## config.mk

```make
export PLATFORM = sky130hd
export DESIGN_NAME = strike_counter_flat
export DESIGN_NICKNAME = d
export VERILOG_FILES = /design/src/rtl/strike_counter_pkg.sv /design/src/rtl/strike_counter_if.sv /design/src/rtl/strike_counter_edge_rise.sv /design/src/rtl/strike_counter.sv /design/src/flat_wrapper.sv
export SDC_FILE = /design/constraint.sdc
export NUM_CORES = 1
export LEC_CHECK = 0
export CAP_MARGIN = 20
export CORE_UTILIZATION = 35
export CTS_CLUSTER_SIZE = 12
export DETAILED_ROUTE_END_ITERATION = 6
export PLACE_DENSITY_LB_ADDON = 0.3
export SKIP_LAST_GASP = 1
export SYNTH_ARGS = -nofsm -noshare
export SYNTH_HDL_FRONTEND = slang
export SYNTH_SLANG_ARGS = --single-unit
```

## constraint.sdc

```tcl
create_clock -name clock -period 3.9 [get_ports clock]
set_input_delay 0.78 -clock clock [delete_from_list [all_inputs] [get_ports clock]]
set_output_delay 0.78 -clock clock [all_outputs]
set_load 0.01 [all_outputs]
```

## src/rtl/strike_counter_pkg.sv

```systemverilog
// strike_counter_pkg: shared game definitions for the strike counter slice.
//   state_e             - strike FSM states (ARMED, DETONATED, FROZEN)
//   COUNT_W             - width of the exported strike count
//   SUM_W               - width of the saturating add (no wrap for legal configs)
//   DEFAULT_MAX_STRIKES - default detonation threshold
package strike_counter_pkg;

  localparam int unsigned COUNT_W             = 3;
  localparam int unsigned SUM_W               = 4;
  localparam int unsigned DEFAULT_MAX_STRIKES = 3;

  typedef enum logic [1:0] {
    ARMED     = 2'd0,
    DETONATED = 2'd1,
    FROZEN    = 2'd2
  } state_e;

endpackage

```

## src/rtl/strike_counter_if.sv

```systemverilog
// strike_counter_if: bundle between the puzzle/game side and the strike counter.
//   mistake        - per-source mistake levels (NUM_SOURCES bits)
//   freeze         - game over, stops counting
//   strike_count   - current strikes, 0..MAX_STRIKES
//   strike_leds    - thermometer code of strike_count (MAX_STRIKES bits)
//   explode_strike - sticky detonation request
//   buzzer         - strike buzzer, only with STRIKE_COUNTER_BUZZER_EN
// master: game side driving mistakes/freeze; slave: the strike counter.
interface strike_counter_if
  import strike_counter_pkg::*;
#(
  parameter int unsigned NUM_SOURCES = 4,
  parameter int unsigned MAX_STRIKES = DEFAULT_MAX_STRIKES
);

  logic [NUM_SOURCES-1:0] mistake;
  logic                   freeze;
  logic [COUNT_W-1:0]     strike_count;
  logic [MAX_STRIKES-1:0] strike_leds;
  logic                   explode_strike;
`ifdef STRIKE_COUNTER_BUZZER_EN
  logic                   buzzer;
`endif

  modport master (
`ifdef STRIKE_COUNTER_BUZZER_EN
    input  buzzer,
`endif
    output mistake,
    output freeze,
    input  strike_count,
    input  strike_leds,
    input  explode_strike
  );

  modport slave (
`ifdef STRIKE_COUNTER_BUZZER_EN
    output buzzer,
`endif
    input  mistake,
    input  freeze,
    output strike_count,
    output strike_leds,
    output explode_strike
  );

endinterface

```

## src/rtl/strike_counter_edge_rise.sv

```systemverilog
// edge_rise: single-source rising-edge detector.
//   clock  - system clock
//   din    - mistake level from one puzzle module
//   rise_c - combinational strike pulse, din & ~prev
// prev samples din on every edge, reset included, so a level already high when
// reset releases never looks like a new edge. That makes an explicit reset
// branch unnecessary here.
module edge_rise (
  input  logic clock,
  input  logic din,
  output logic rise_c
);

  logic prev;

  always_ff @(posedge clock) begin
    prev <= din;
  end

  assign rise_c = din & ~prev;

endmodule

```

## src/rtl/strike_counter.sv

```systemverilog
// strike_counter: counts puzzle mistakes as strikes and requests detonation at
// MAX_STRIKES.
//   clock - system clock
//   reset - synchronous, active-high
//   bus   - strike_counter_if.slave (mistake, freeze in; strike_count,
//           strike_leds, explode_strike, optional buzzer out)
// Optional feature: define STRIKE_COUNTER_BUZZER_EN to add the buzzer output,
// the BUZZ_CYCLES parameter and the buzzer down-counter.
module strike_counter
  import strike_counter_pkg::*;
#(
  parameter int unsigned NUM_SOURCES = 4,
  parameter int unsigned MAX_STRIKES = DEFAULT_MAX_STRIKES
`ifdef STRIKE_COUNTER_BUZZER_EN
  ,
  parameter int unsigned BUZZ_CYCLES = 2_500_000
`endif
) (
  input logic             clock,
  input logic             reset,
  strike_counter_if.slave bus
);

  logic [NUM_SOURCES-1:0] rise_c;
  logic [SUM_W-1:0]       edge_cnt_c;
  logic [SUM_W-1:0]       sum_c;

  state_e                 state_q,    state_d;
  logic [COUNT_W-1:0]     count_q,    count_d;
  logic [MAX_STRIKES-1:0] leds_q,     leds_d;
  logic                   explode_q,  explode_d;

  // Per-source rising-edge detectors
  for (genvar i = 0; i < NUM_SOURCES; i++) begin : g_edge
    edge_rise u_edge_rise (
      .clock  (clock),
      .din    (bus.mistake[i]),
      .rise_c (rise_c[i])
    );
  end

  // Popcount of this cycle's edges and the unsaturated candidate count
  always_comb begin
    edge_cnt_c = '0;
    for (int i = 0; i < NUM_SOURCES; i++) begin
      edge_cnt_c = edge_cnt_c + SUM_W'(rise_c[i]);
    end
    sum_c = SUM_W'(count_q) + edge_cnt_c;
  end

  // State/output registers
  always_ff @(posedge clock) begin
    if (reset) begin
      state_q   <= ARMED;
      count_q   <= '0;
      leds_q    <= '0;
      explode_q <= 1'b0;
    end else begin
      state_q   <= state_d;
      count_q   <= count_d;
      leds_q    <= leds_d;
      explode_q <= explode_d;
    end
  end

  // Next state: freeze wins over same-cycle edges; DETONATED/FROZEN are terminal
  always_comb begin
    state_d   = state_q;
    count_d   = count_q;
    leds_d    = '0;
    explode_d = 1'b0;

    case (state_q)
      ARMED: begin
        if (bus.freeze) begin
          state_d = FROZEN;
        end else if (sum_c >= SUM_W'(MAX_STRIKES)) begin
          count_d = COUNT_W'(MAX_STRIKES);
          state_d = DETONATED;
        end else begin
          count_d = COUNT_W'(sum_c);
        end
      end
      DETONATED: ;
      FROZEN:    ;
      default:   state_d = ARMED;
    endcase

    for (int i = 0; i < MAX_STRIKES; i++) begin
      leds_d[i] = (count_d > COUNT_W'(i));
    end
    explode_d = (state_d == DETONATED);
  end

  assign bus.strike_count   = count_q;
  assign bus.strike_leds    = leds_q;
  assign bus.explode_strike = explode_q;

`ifdef STRIKE_COUNTER_BUZZER_EN
  localparam int unsigned BUZZ_W = $clog2(BUZZ_CYCLES + 1);

  logic [BUZZ_W-1:0] buzz_q, buzz_d;
  logic              buzzer_q;

  // Any count increase (re)loads the full pulse; otherwise run down to zero
  always_comb begin
    buzz_d = buzz_q;
    if (count_d > count_q) begin
      buzz_d = BUZZ_W'(BUZZ_CYCLES);
    end else if (buzz_q != '0) begin
      buzz_d = buzz_q - BUZZ_W'(1);
    end
  end

  // buzzer_q tracks the next counter value so it rises with the count
  always_ff @(posedge clock) begin
    if (reset) begin
      buzz_q   <= '0;
      buzzer_q <= 1'b0;
    end else begin
      buzz_q   <= buzz_d;
      buzzer_q <= (buzz_d != '0);
    end
  end

  assign bus.buzzer = buzzer_q;
`endif

endmodule

```

## src/flat_wrapper.sv

```systemverilog
// flat-port wrapper written by rule: the top's interface ports become plain ports
module strike_counter_flat import strike_counter_pkg::*;
#(
  parameter int unsigned NUM_SOURCES = 4,
  parameter int unsigned MAX_STRIKES = DEFAULT_MAX_STRIKES

)
  (clock, reset, bus_mistake, bus_freeze, bus_strike_count, bus_strike_leds, bus_explode_strike);
  strike_counter_if #(.NUM_SOURCES(NUM_SOURCES), .MAX_STRIKES(MAX_STRIKES)) bus_i ();
  input logic clock;
  input logic reset;
  input wire logic [$bits(bus_i.mistake)-1:0] bus_mistake;
  input wire logic [$bits(bus_i.freeze)-1:0] bus_freeze;
  output wire logic [$bits(bus_i.strike_count)-1:0] bus_strike_count;
  output wire logic [$bits(bus_i.strike_leds)-1:0] bus_strike_leds;
  output wire logic [$bits(bus_i.explode_strike)-1:0] bus_explode_strike;
  assign bus_i.mistake = bus_mistake;
  assign bus_i.freeze = bus_freeze;
  assign bus_strike_count = bus_i.strike_count;
  assign bus_strike_leds = bus_i.strike_leds;
  assign bus_explode_strike = bus_i.explode_strike;
  strike_counter #(.NUM_SOURCES(NUM_SOURCES), .MAX_STRIKES(MAX_STRIKES)) u_core (.clock(clock), .reset(reset), .bus(bus_i));
endmodule
```

# Word level (Yosys, flattened, before mapping)
# Cells that the tools add are included.
[op_classes] addsub=4 order_cmp=4 eq_ne=3 muxes=6 bitwise_logic=8 n_reduce_logical=2
[op_table] op="3-bit 2-to-1 mux" count=3
[op_table] op="4-bit by 1-bit adder with 4-bit output" count=2
[op_table] op="3-bit by 1-bit > comparator with 1-bit output (second input constant)" count=2
[op_table] op="3-bit by 4-bit adder with 4-bit output" count=1
[op_table] op="1-bit AND" count=4
[op_table] op="2-bit by 1-bit equality test with 1-bit output (second input constant)" count=2
[op_table] op="4-bit by 2-bit >= comparator with 1-bit output (second input constant)" count=1
[op_table] op="2-bit 2-to-1 mux" count=2
[op_table] op="1-bit inverter" count=4
[op_table] op="2-bit one-hot mux with 2 select lines" count=1
[op_table] op="3-bit by 2-bit > comparator with 1-bit output (second input constant)" count=1
[op_table] op="1-bit by 1-bit adder with 2-bit output" count=1
[op_table] op="2-bit equality test (second input constant)" count=1
[op_table] op="2-bit logical NOT" count=1
[op_table] op="2-bit OR reduction" count=1
[totals] register_bits=13 input_bits=7 out_inout_bits=7 wordCells=35

# Logic depth before layout (Yosys ltp)
[depth] ltp_word=11 mapped_depth=12 ltp_nobuf=12

# By module
# Synthesis repeated with hierarchy kept, for this count alone.
[unflattened] hier_cells=55 hier_area_um2=605.6
[by_module_without_submodules] module="strike_counter" n_inst=1 cells_each=47 area_each_um2=470.5 seq_area_each_um2=180.2
[by_module_without_submodules] module="edge_rise" n_inst=4 cells_each=2 area_each_um2=33.8 seq_area_each_um2=20.0

# Least setup slack after synthesis
# Ideal clock, no wire load.
[synth_timing] path_kind="input to register" start="in bus_mistake[1]" end="reg u_core.leds_q[0], in the netlist u_core.bus.strike_leds[0]" setup_ps=133 arrival_time_ps=2979 t_required_ps=3767 slack_ps=788 stages=12 n_path_buf=0 cell_sequence="nor2b_1 -> ha_1 -> inv_1 -> fa_1 -> inv_1 -> ha_1 -> inv_1 -> fa_1 -> nor4b_4 -> a21oi_2 -> nor3b_2 -> o32ai_2"
[synth_between] elab_chain_len=10
[synth_lines] item="start: declaration" line_no="flat_wrapper.sv:12" text="input wire logic [$bits(bus_i.mistake)-1:0] bus_mistake;"
[synth_lines] item="1-bit AND *" line_no="strike_counter_edge_rise.sv:20" text="assign rise_c = din & ~prev;"
[synth_lines] item="1-bit by 1-bit adder with 2-bit output *" line_no="strike_counter.sv:46" text="edge_cnt_c = edge_cnt_c + SUM_W'(rise_c[i]);"
[synth_lines] item="4-bit by 1-bit adder with 4-bit output * (2 in a row)" line_no="strike_counter.sv:46"
[synth_lines] item="3-bit by 4-bit adder with 4-bit output *" line_no="strike_counter.sv:48" text="sum_c = SUM_W'(count_q) + edge_cnt_c;"
[synth_lines] item="4-bit by 2-bit >= comparator with 1-bit output" line_no="strike_counter.sv:77" text="end else if (sum_c >= SUM_W'(MAX_STRIKES)) begin"
[synth_lines] item="3-bit 2-to-1 mux *" line_no="strike_counter.sv:77"
[synth_lines] item="3-bit 2-to-1 mux *" line_no="strike_counter.sv:75" text="if (bus.freeze) begin"
[synth_lines] item="3-bit 2-to-1 mux *" line_no="strike_counter.sv:73" text="case (state_q)"
[synth_lines] item="3-bit by 1-bit > comparator with 1-bit output *" line_no="strike_counter.sv:90" text="leds_d[i] = (count_d > COUNT_W'(i));"
[synth_lines] item="end signal: assignment" line_no="strike_counter.sv:61" text="leds_q <= leds_d;"
[synth_lines] item="end: declaration" line_no="strike_counter.sv:30" text="logic [MAX_STRIKES-1:0] leds_q, leds_d;"
# Every way passes the cells marked *; elsewhere a longest branch is shown, timed or not.
# A chain may end at the register's enable or synchronous reset.

# Worst setup path after layout
# Ends and elaborated chain as after synthesis.

==> run_results.csv <==
group,metric,value,unit
run_status,outcome,"finished, violations left",
run_status,violations,"DRC",
drt,wirelength,1.02,mm
final_layout,synthToLayoutAreaGrowth,28.2,%
logic_synthesis,async_flop_share,0,%
floorplan,core_area,0.00158,mm2
pwr,power_density,437,mW/mm2
floorplan,start_util,38.8,%
timing,rsz0062_at_grt,"no",
global_route,grt_pass1_vias,439,
final_layout,diodes,0,
clock_tree,cts_root_buf,"clkbuf_4",
final_layout,drive_gt1_share,13.7,%
pwr,combPwrFrac,30.1,%
final_layout,multi_input_area,322,um2
final_layout,area.sequential,260,um2
global_route,grt_first_pass_wirelength,1.78,mm
final_layout,fin_area,785,um2
timing,timing.final.crit_share,87.4,%
setup_path,crit_path_max_incr_delay,460,ps
logic_synthesis,synth_flop_cell,"dfxtp_1",
timing,fin_skew,2.56,ps
pwr,internal_power,0.239,mW
drt,detail_route.iter0.violations,13,
setup_path,crit_family,"adder cells",
setup_path,crit_path_end_kind,"register",
logic_synthesis,synth_area_leaders,"dfxtp_1, ha_1, fa_1, inv_1, nor4b_4",
timing,fmax,0.293,GHz
logic_synthesis,synth.distinct_cells,20,
logic_synthesis,avgSynthCellArea,10.7,um2
logic_synthesis,syn_inst,57,
setup_path,cp_max_fo,3,
logic_synthesis,netlist_area,612,um2
setup_path,path_buf_inv,4,
logic_synthesis,ys_seq_area_share,42.5,%
logic_synthesis,synth_edf_count,0,
placed_design,numPortBuffers,13,
clock_tree,postCtsSetupRepairBufs,0,
floorplan,die_h,43.8,um
floorplan,ios,14,
placed_design,dp_hpwl,797,um
timing,finalHoldViolations,0,
setup_path,cp.arrival,3560,ps
drt,dr.pass1.iters,6,
clock_tree,insertion_delay,270,ps
drt,vias_per_cell,5.11,
drt,drc,4,
final_layout,fill_cells,153,
clock_tree,cts.repair.resized,0,
timing,worstMarginPinSlew,348,ps
logic_synthesis,syn_nets,71,
timing,slew_headroom,76.7,%
pwr,power_switching,0.104,mW
job,max-cap-violations,0,
pwr,peakVddDrop,0.178,mV
clock_tree,cts_sinks,13,
pwr,seq_power_share,46.0,%
floorplan,rows,14,
setup_path,cpMostUsedCell,"inv_1",
timing,hold_slack,541,ps
global_route,grt-ovfl-total,0,
global_route,antenna_found_initial,0,
pwr,p_leak,0.321,nW
pwr,p_clk_share,23.9,%
timing,setup_ws,492,ps
clock_tree,cts_buffers,3,
setup_path,critPathSlowestCell,"clkdlybuf4s50_1",
timing,period_needed,3410,ps
final_layout,final_nets,88,
setup_path,path_cells,"clkdlybuf4s50_1, nor2b_1, ha_1, inv_1, fa_1, inv_1, ha_1, inv_1, fa_1, nor4b_4, a21oi_2, nor3b_2, o32ai_2",
placed_design,gp_congestion,0.706,
worst_hold_path,hold_class,"register to register",
setup_path,required,4050,ps
timing,maxSlewViolCount,0,
clock_tree,clockBufferDepth,2,
clock_tree,ctsHoldBuffers,0,
clock_tree,htree_num_levels,1,
logic_synthesis,yosysTopAreaCell,"dfxtp_1",
setup_path,critPathKind,"primary input to register",
clock_tree,clk_pin_slew,80,ps
floorplan,fp.dieW,43.8,um
logic_synthesis,yosysTopAreaCellShare,42.5,%
floorplan,dieArea,0.00192,mm2
logic_synthesis,synth.ff_latch_count,13,
global_route,track_usage,13.0,%
global_route,grt_start_max_net_pins,11,
timing,setup_tns,0,ps
drt,final_antenna_net_count,0,
logic_synthesis,yosysWarnings,0,
final_layout,layout.cells.most_common_list,"clkdlybuf4s50_1, dfxtp_1, inv_1",
timing,setup_viol,0,
placed_design,dp_slack,206,ps
clock_tree,cts_tree,"yes",
pwr,switching_share,30.3,%
setup_path,startpoint_type,"primary input",
drt,routedWlPerCell,11.5,um
placed_design,dpl_cell_area,758,um2
drt,num_vias,455,
## Yosys cell counts, types with 2 or more instances
cell type   n
nor3b_1     2
fa_1        2
o41ai_1     2
a211oi_1    2
ha_1        5
nor3_1      4
dfxtp_1    13
nor2b_1     3
nor2_1      4
inv_1       7
nand2_1     3
a21oi_2     2
## worst reg2reg max path, cell delays in order, from the launching register on
cell and delay [ps]:
dfxtp_1 310, nor2b_1 110, ha_1 240, inv_1 70, fa_1 420, inv_1 70
ha_1 160, inv_1 50, fa_1 420, nor4b_4 280, a21oi_2 120, nor3b_2 230
o32ai_2 110
## stage by stage
step | cells | power, mW | util, %
after floorplan | 57 | 0.225 | -
after global placement | 85 | 0.261 | 48.1
after detailed placement | 85 | 0.264 | 48.1
after CTS | 89 | 0.347 | 49.8
after global routing | 89 | 0.367 | 49.8
final | 89 | 0.343 | 49.8
## registers in the layout, summed over array words and instances, names as in the netlist
register / cells
u_core.bus.strike_leds: 3
u_core.g_edge.u_edge_rise.prev: 4
u_core.bus.strike_count: 3
u_core.state_q: 2
u_core.bus.explode_strike: 1
## metal layers
layer	part of all wire [%]	wire (um)	track usage, %
met1	44	445	15.0
met2	51	519	22.1
met5	0	0	0
met4	1.5	15	7.50
met3	4.0	41	2.50
## power by group through the flow
stage	clock network (mW)	logic (mW)	registers, mW
4_1_cts	0.0852	0.104	0.158
3_3_place_gp	0	0.101	0.160
6_report	0.0819	0.103	0.158
2_1_floorplan	0	0.0598	0.165
5_1_grt	0.0905	0.117	0.160
3_5_place_dp	0	0.103	0.161
## kinds of logic after synthesis
family,Yosys count,synth area share (%)
simple gates,21,23.7
flops,13,42.5
compound gates,8,12.1
buf+inv,8,4.91
fa+ha+maj,7,16.8
## final timing paths
path | startpoint | endpoint | slack, ps | cells after the start
max | bus_mistake[1] | u_core.bus.strike_leds[0] | 490 | 13
max reg2reg | u_core.g_edge[1].u_edge_rise.prev | u_core.bus.strike_leds[0] | 1190 | 12
min reg2reg | u_core.bus.strike_count[2] | u_core.bus.strike_count[2] | 540 | 1
min | u_core.bus.strike_count[2] | u_core.bus.strike_count[2] | 540 | 1
## layout make-up
type	instances	share of cell area, %
multi-input combinational	36	41.0
sequential	13	33.2
timing repair buffer	13	16.6
clock buffer	4	3.35
inverter	7	3.35
tap	16	2.55
No activity file was read; power rests on OpenSTA's default activity.
